**src/rtl/dff_pipe.sv**
```systemverilog
// rtl/dff_pipe.sv - WIDTH x DEPTH elastic register pipeline with flush and occupancy count
module dff_pipe #(
    parameter int                WIDTH       = 8,
    parameter int                DEPTH       = 4,
    parameter logic [WIDTH-1:0]  RESET_VALUE = '0
) (
    input  logic                         i_clk,
    input  logic                         i_reset,
    input  logic                         i_valid,
    input  logic [WIDTH-1:0]             i_data,
    output logic                         o_ready,
    output logic                         o_valid,
    output logic [WIDTH-1:0]             o_data,
    input  logic                         i_ready,
    input  logic                         i_flush,
    output logic [$clog2(DEPTH+1)-1:0]   o_count
);
    localparam int CW = $clog2(DEPTH + 1);

    if (DEPTH < 1) begin : g_depth_check
        $error("dff_pipe: DEPTH must be >= 1");
    end

    logic [DEPTH-1:0]            v_q, v_d, adv;
    logic [DEPTH-1:0][WIDTH-1:0] d_q, d_d;
    logic [CW-1:0]               count_q, count_d;
    logic                        in_fire, out_fire;

    // Ready ripples back from the output; an empty stage always advances.
    always_comb begin : p_adv
        logic carry;
        carry = i_ready;
        adv   = '0;
        for (int k = DEPTH - 1; k >= 0; k--) begin
            carry  = !v_q[k] | carry;
            adv[k] = carry;
        end
    end

    assign o_ready  = adv[0] & !i_flush;
    assign o_valid  = v_q[DEPTH-1] & !i_flush;
    assign o_data   = d_q[DEPTH-1];
    assign in_fire  = i_valid & o_ready;
    assign out_fire = o_valid & i_ready;

    always_comb begin
        v_d = v_q;
        d_d = d_q;
        if (i_flush) begin
            v_d = '0;
        end else begin
            if (adv[0]) begin
                v_d[0] = i_valid;
                if (i_valid) begin
                    d_d[0] = i_data;
                end
            end
            for (int k = 1; k < DEPTH; k++) begin
                if (adv[k]) begin
                    v_d[k] = v_q[k-1];
                    if (v_q[k-1]) begin
                        d_d[k] = d_q[k-1];
                    end
                end
            end
        end
    end

    assign count_d = i_flush ? '0 : (count_q + CW'(in_fire) - CW'(out_fire));

    always_ff @(posedge i_clk or negedge i_reset) begin
        if (!i_reset) begin
            v_q     <= '0;
            d_q     <= {DEPTH{RESET_VALUE}};
            count_q <= '0;
        end else begin
            v_q     <= v_d;
            d_q     <= d_d;
            count_q <= count_d;
        end
    end

    assign o_count = count_q;

endmodule

```
**config.mk**
```make
export PLATFORM = sky130hd
export DESIGN_NAME = dff_pipe
export DESIGN_NICKNAME = d
export VERILOG_FILES = /design/src/rtl/dff_pipe.sv
export SDC_FILE = /design/constraint.sdc
export NUM_CORES = 1
export LEC_CHECK = 0
export CORE_UTILIZATION = 47
export CTS_CLUSTER_DIAMETER = 120
export DETAILED_ROUTE_END_ITERATION = 6
export PLACE_DENSITY = 0.78
export RECOVER_POWER = 25
export SYNTH_ARGS = -nofsm -noshare
export SYNTH_HDL_FRONTEND = slang
export SYNTH_SLANG_ARGS = --single-unit
```
**constraint.sdc**
```tcl
create_clock -name i_clk -period 2.6 [get_ports i_clk]
set_input_delay 0.26 -clock i_clk [delete_from_list [all_inputs] [get_ports i_clk]]
set_output_delay 0.26 -clock i_clk [all_outputs]
set_load 0.1 [all_outputs]
```
# Yosys cells after proc, flatten, opt, wreduce, memory -nomap -nowiden
# Index checks and enable logic that the tools add are counted.
# W data, S select, Z words.
[classes] n_addsub=2 reduce_logical=13 bitwise=9 muxes=6
[ops] op="$reduce_and A3 Y1" n=4
[ops] op="$reduce_bool A2 Y1" n=4
[ops] op="$logic_not A1 Y1" n=5
[ops] op="$and A1 B1 Y1" n=4
[ops] op="$mux W1" n=4
[ops] op="$mux W4" n=1
[ops] op="$or A1 B1 Y1" n=4
[ops] op="$add A3 B1 Y3" n=1
[ops] op="$mux W3" n=1
[ops] op="$sub A3 B1 Y3" n=1
[ops] op="$not A1 Y1" n=1
[totals] out_inout_bits=13 elab_cells=39 input_bits=13 ff_bits=39

# Logic depth before layout (Yosys ltp)
[logic_depth] depth_word=10 depth_mapped=11

# Worst setup path after synthesis
# OpenSTA, ideal clock, no wires.
[synth_path] kind="input-to-reg" from="in i_flush" to="reg count_q[2] (netlist: o_count[2])" required_time_ns=2.479 setup_slack_ns=-0.638 cell_stages=10 t_arrival_ns=3.117 path_cell_list="buf_2 > nor2b_1 > and2_2 > ha_1 > inv_1 > ha_1 > inv_1 > fa_1 > xnor2_1 > nor2_1"
[synth_lines] element="start: declaration" line="15" source="input logic i_flush,"
[synth_lines] element="$logic_not A1 Y1" line="41" source="assign o_valid = v_q[DEPTH-1] & !i_flush;"
[synth_lines] element="$and A1 B1 Y1" line="41"
[synth_lines] element="via o_valid" line="12" source="output logic o_valid,"
[synth_lines] element="$and A1 B1 Y1" line="44" source="assign out_fire = o_valid & i_ready;"
[synth_lines] element="$sub A3 B1 Y3" line="69" source="assign count_d = i_flush ? '0 : (count_q + CW'(in_fire) - CW'(out_fire));"
[synth_lines] element="$mux W3" line="69"
[synth_lines] element="via count_d[2]" line="26" source="logic [CW-1:0] count_q, count_d;"
[synth_lines] element="end signal: assignment" line="79" source="count_q <= count_d;"
[synth_lines] element="end: declaration" line="26"
# The timed path passes the listed nets, and every way through them passes these cells.
# A chain may end at the register's enable or synchronous reset.

# Final worst setup path
[layout_path] from="reg v_q[3]" to="reg count_q[2] (netlist: o_count[2])"
[layout_between] elab_chain_cells=10
[layout_rtl] element="start: declaration" line="24" source="logic [DEPTH-1:0] v_q, v_d, adv;"
[layout_rtl] element="start signal: assignment" line="77" source="v_q <= v_d;"
[layout_rtl] element="$logic_not A1 Y1" line="35" source="carry = !v_q[k] | carry;"
[layout_rtl] element="$or A1 B1 Y1 (4 in series)" line="35"
[layout_rtl] element="$and A1 B1 Y1" line="40" source="assign o_ready = adv[0] & !i_flush;"
[layout_rtl] element="$and A1 B1 Y1" line="43" source="assign in_fire = i_valid & o_ready;"
[layout_rtl] element="$add A3 B1 Y3" line="69"
[layout_rtl] element="$sub A3 B1 Y3 *" line="69"
[layout_rtl] element="$mux W3 *" line="69"
[layout_rtl] element="via count_d[2]" line="26"
# Mark *: on every way through the listed nets, which the timed path passes. The rest lies on a longest branch.

==> results.cfg <==
[cts]
cts_setup_buffers = 0
clk_pin_slew_ps = 100
cts_resized = 0
cts_tree = built
cts-root-buf = clkbuf_4
cts.sinks = 39
clockBufferDepth = 2
cts_buffers = 5
clock_latency_ps = 330
cts_hold_buf = 0
h-tree-depth = 2

[min_path]
hold_class = in2async

[worst_setup_path]
end_kind = flop
crit_top_cell = inv_1
cp_cell_sequence = and4b_1 > a21oi_2 > inv_1 > ha_1 > inv_1 > ha_1 > inv_1 > fa_1 > xnor2_1 > nor2_1
criticalPathCategory = reg2reg
cp_num_buf_inv = 3
start_kind = flop
crit_arrival_ps = 2340
cpMaxStageDelayCell = dfrtp_1
crit_family = adder cells
slowest_delay_ps = 410
crit_required_ps = 2820
worstPathMaxFanout = 5

[final_layout]
drive_gt1_share_pct = 43.38
final_nets = 151
final_area_mm2 = 0.001959
fin_cells = 182
multiInputGateArea_um2 = 585.6
nFillCells = 289
n_antenna_cell = 0
final_core_util_pct = 58.26
seq_area_um2 = 975.9
syn_to_final_growth_pct = 17.66

[logic_synthesis]
ys_types = 22
ys_ff_latch = 39
synth_nets = 130
syn_inst = 114
syn_area_mm2 = 0.001665
avgSynthCellArea_um2 = 14.61
ys_seq_area_share_pct = 58.60
synth_warnings = 0

[floorplanning]
core_area_mm2 = 0.003363
boundaryPins = 26
die_area_mm2 = 0.003785
die_w_um = 61.53
start_util_pct = 49.52
row_count = 21
die_h_um = 61.53

[grt]
antenna_found_initial = 0
grt_pass1_vias = 819
grt_max_degree = 40
grtUsageTotal_pct = 14.54
grt_pass1_wl_um = 3808
grt.overflow.total = 0

[pwr]
power.density_mw_per_mm2 = 999.3
ir_drop_mv = 0.4207
p_leak_nw = 0.9393

[sta]
hold_viol = 0
rsz0062_at_grt = false
finalCriticalPeriod_ps = 2117
fmax_ghz = 0.4724
setup_viol = 0
worst_hold_slack_ps = 455.7
relSlewSlack_pct = -29.86
fin_worst_skew_ps = 6.467
setup-tns-final_ps = 0
post-route-period-util_pct = 81.42
worstMarginPinSlew_ps = 1948
maxSlewViolCount = 40

[detailed_routing]
vias = 871
drtAntennaViolNets = 0
drt-initial-drc-count = 13
drc = 0
firstDrtPassIters = 4
drt-total-wl_um = 2321
avgRoutedWirePerCell_um = 12.75
viasPerCell = 4.786

[place]
port_buffers = 25
hpwl_um = 1827
dp_cells = 174
place_area_mm2 = 0.001874
routabilityCongestion = 0.7451

[outcome]
status = complete, but fails checks
violations = capacitance limit, slew limit

[job]
drv_cap = 1
==> final cells by class <==
type / instances / share of cell area (%)
Clock buffer: 6 / 2.618
Clock inverter: 2 / 1.788
Inverter: 4 / 0.7663
Multi-Input combinational cell: 58 / 29.89
Sequential cell: 39 / 49.81
Tap cell: 46 / 2.937
Timing Repair Buffer: 27 / 12.20
==> layout by cell type (no fill, tap or decap), types with 2 or more instances in the layout <==
master	synthesis	layout
dfrtp_1	39	39
clkdlybuf4s50_1	0	11
mux2_4	8	8
buf_4	8	14
mux2_2	24	24
or3b_1	2	2
a21oi_1	3	3
inv_1	4	4
ha_1	2	2
clkbuf_4	0	5
nor2_1	8	8
==> cells in the mapped netlist <==
master,instances,share of area (%)
buf_2,2,0.60
or3b_1,2,1.1
and2b_2,1,0.53
nand2b_1,1,0.38
inv_1,4,0.90
ha_1,2,1.5
xnor2_1,1,0.53
fa_1,1,1.2
a21oi_1,3,0.90
buf_6,2,1.4
dfrtp_1,39,59
mux2_2,24,16
buf_4,8,3.6
and4b_1,1,0.60
a21oi_2,1,0.53
and2_2,1,0.45
nor2_1,8,1.8
xor2_1,1,0.53
a211o_1,1,0.53
mux2_4,8,7.2
clkbuf_1,1,0.23
nor2b_1,2,0.75
==> final timing paths <==
check / start / end / slack [ps] / cells past startpoint
worst max register to register: v_q[3]$_DFFE_PN0P_ / o_count[2]$_DFF_PN0_ / 480 / 10
max in group asynchronous: i_reset / d_q[11]$_DFFE_PN0P_ / 1030 / 1
min in group i_clk: d_q[3]$_DFFE_PN0P_ / d_q[11]$_DFFE_PN0P_ / 510 / 1
worst min-delay path: i_reset / v_q[3]$_DFFE_PN0P_ / 460 / 1
worst min register to register: d_q[3]$_DFFE_PN0P_ / d_q[11]$_DFFE_PN0P_ / 510 / 1
worst max-delay path: v_q[3]$_DFFE_PN0P_ / o_count[2]$_DFF_PN0_ / 480 / 10
==> logic make-up (layout without fill, tap and decap cells) <==
logic type	after synthesis	in the layout	share of synthesized area, %
mux	32	32	23.44
buf+inv	17	39	6.686
flops	39	39	58.60
fa+ha+maj	3	3	2.705
compound gates	5	5	1.953
xor+xnor	2	2	1.052
simple gates	16	16	5.560
==> per-layer routing <==
metal,wire (µm),vias to the layer above,GRT usage [%]
met5,0,-,0
met4,21,0,4.762
met3,102,2,5.672
met2,1207,16,24.12
met1,989,430,17.43
li1,-,423,-
==> sequential cells by signal, indices dropped and copies added (netlist names) <==
name / flops
d_q: 24
o_count: 3
o_data: 8
v_q: 4
==> power breakdown <==
group          internal [W]  leakage [nW]  switching (W)
Clock              0.000227        0.0482       0.000183
Combinational      0.000227         0.406       0.000471
Sequential         0.000763         0.485      0.0000871
Total               0.00122         0.939       0.000741
==> through the flow <==
step,setup slack (ps),power [W]
4_1_cts,456.0,0.001979
2_1_floorplan,165.1,0.001469
3_5_place_dp,118.1,0.001571
5_1_grt,313.9,0.002056
3_3_place_gp,233.8,0.001541
6_report,483.2,0.001958
No activity file was read; power rests on OpenSTA's default activity.
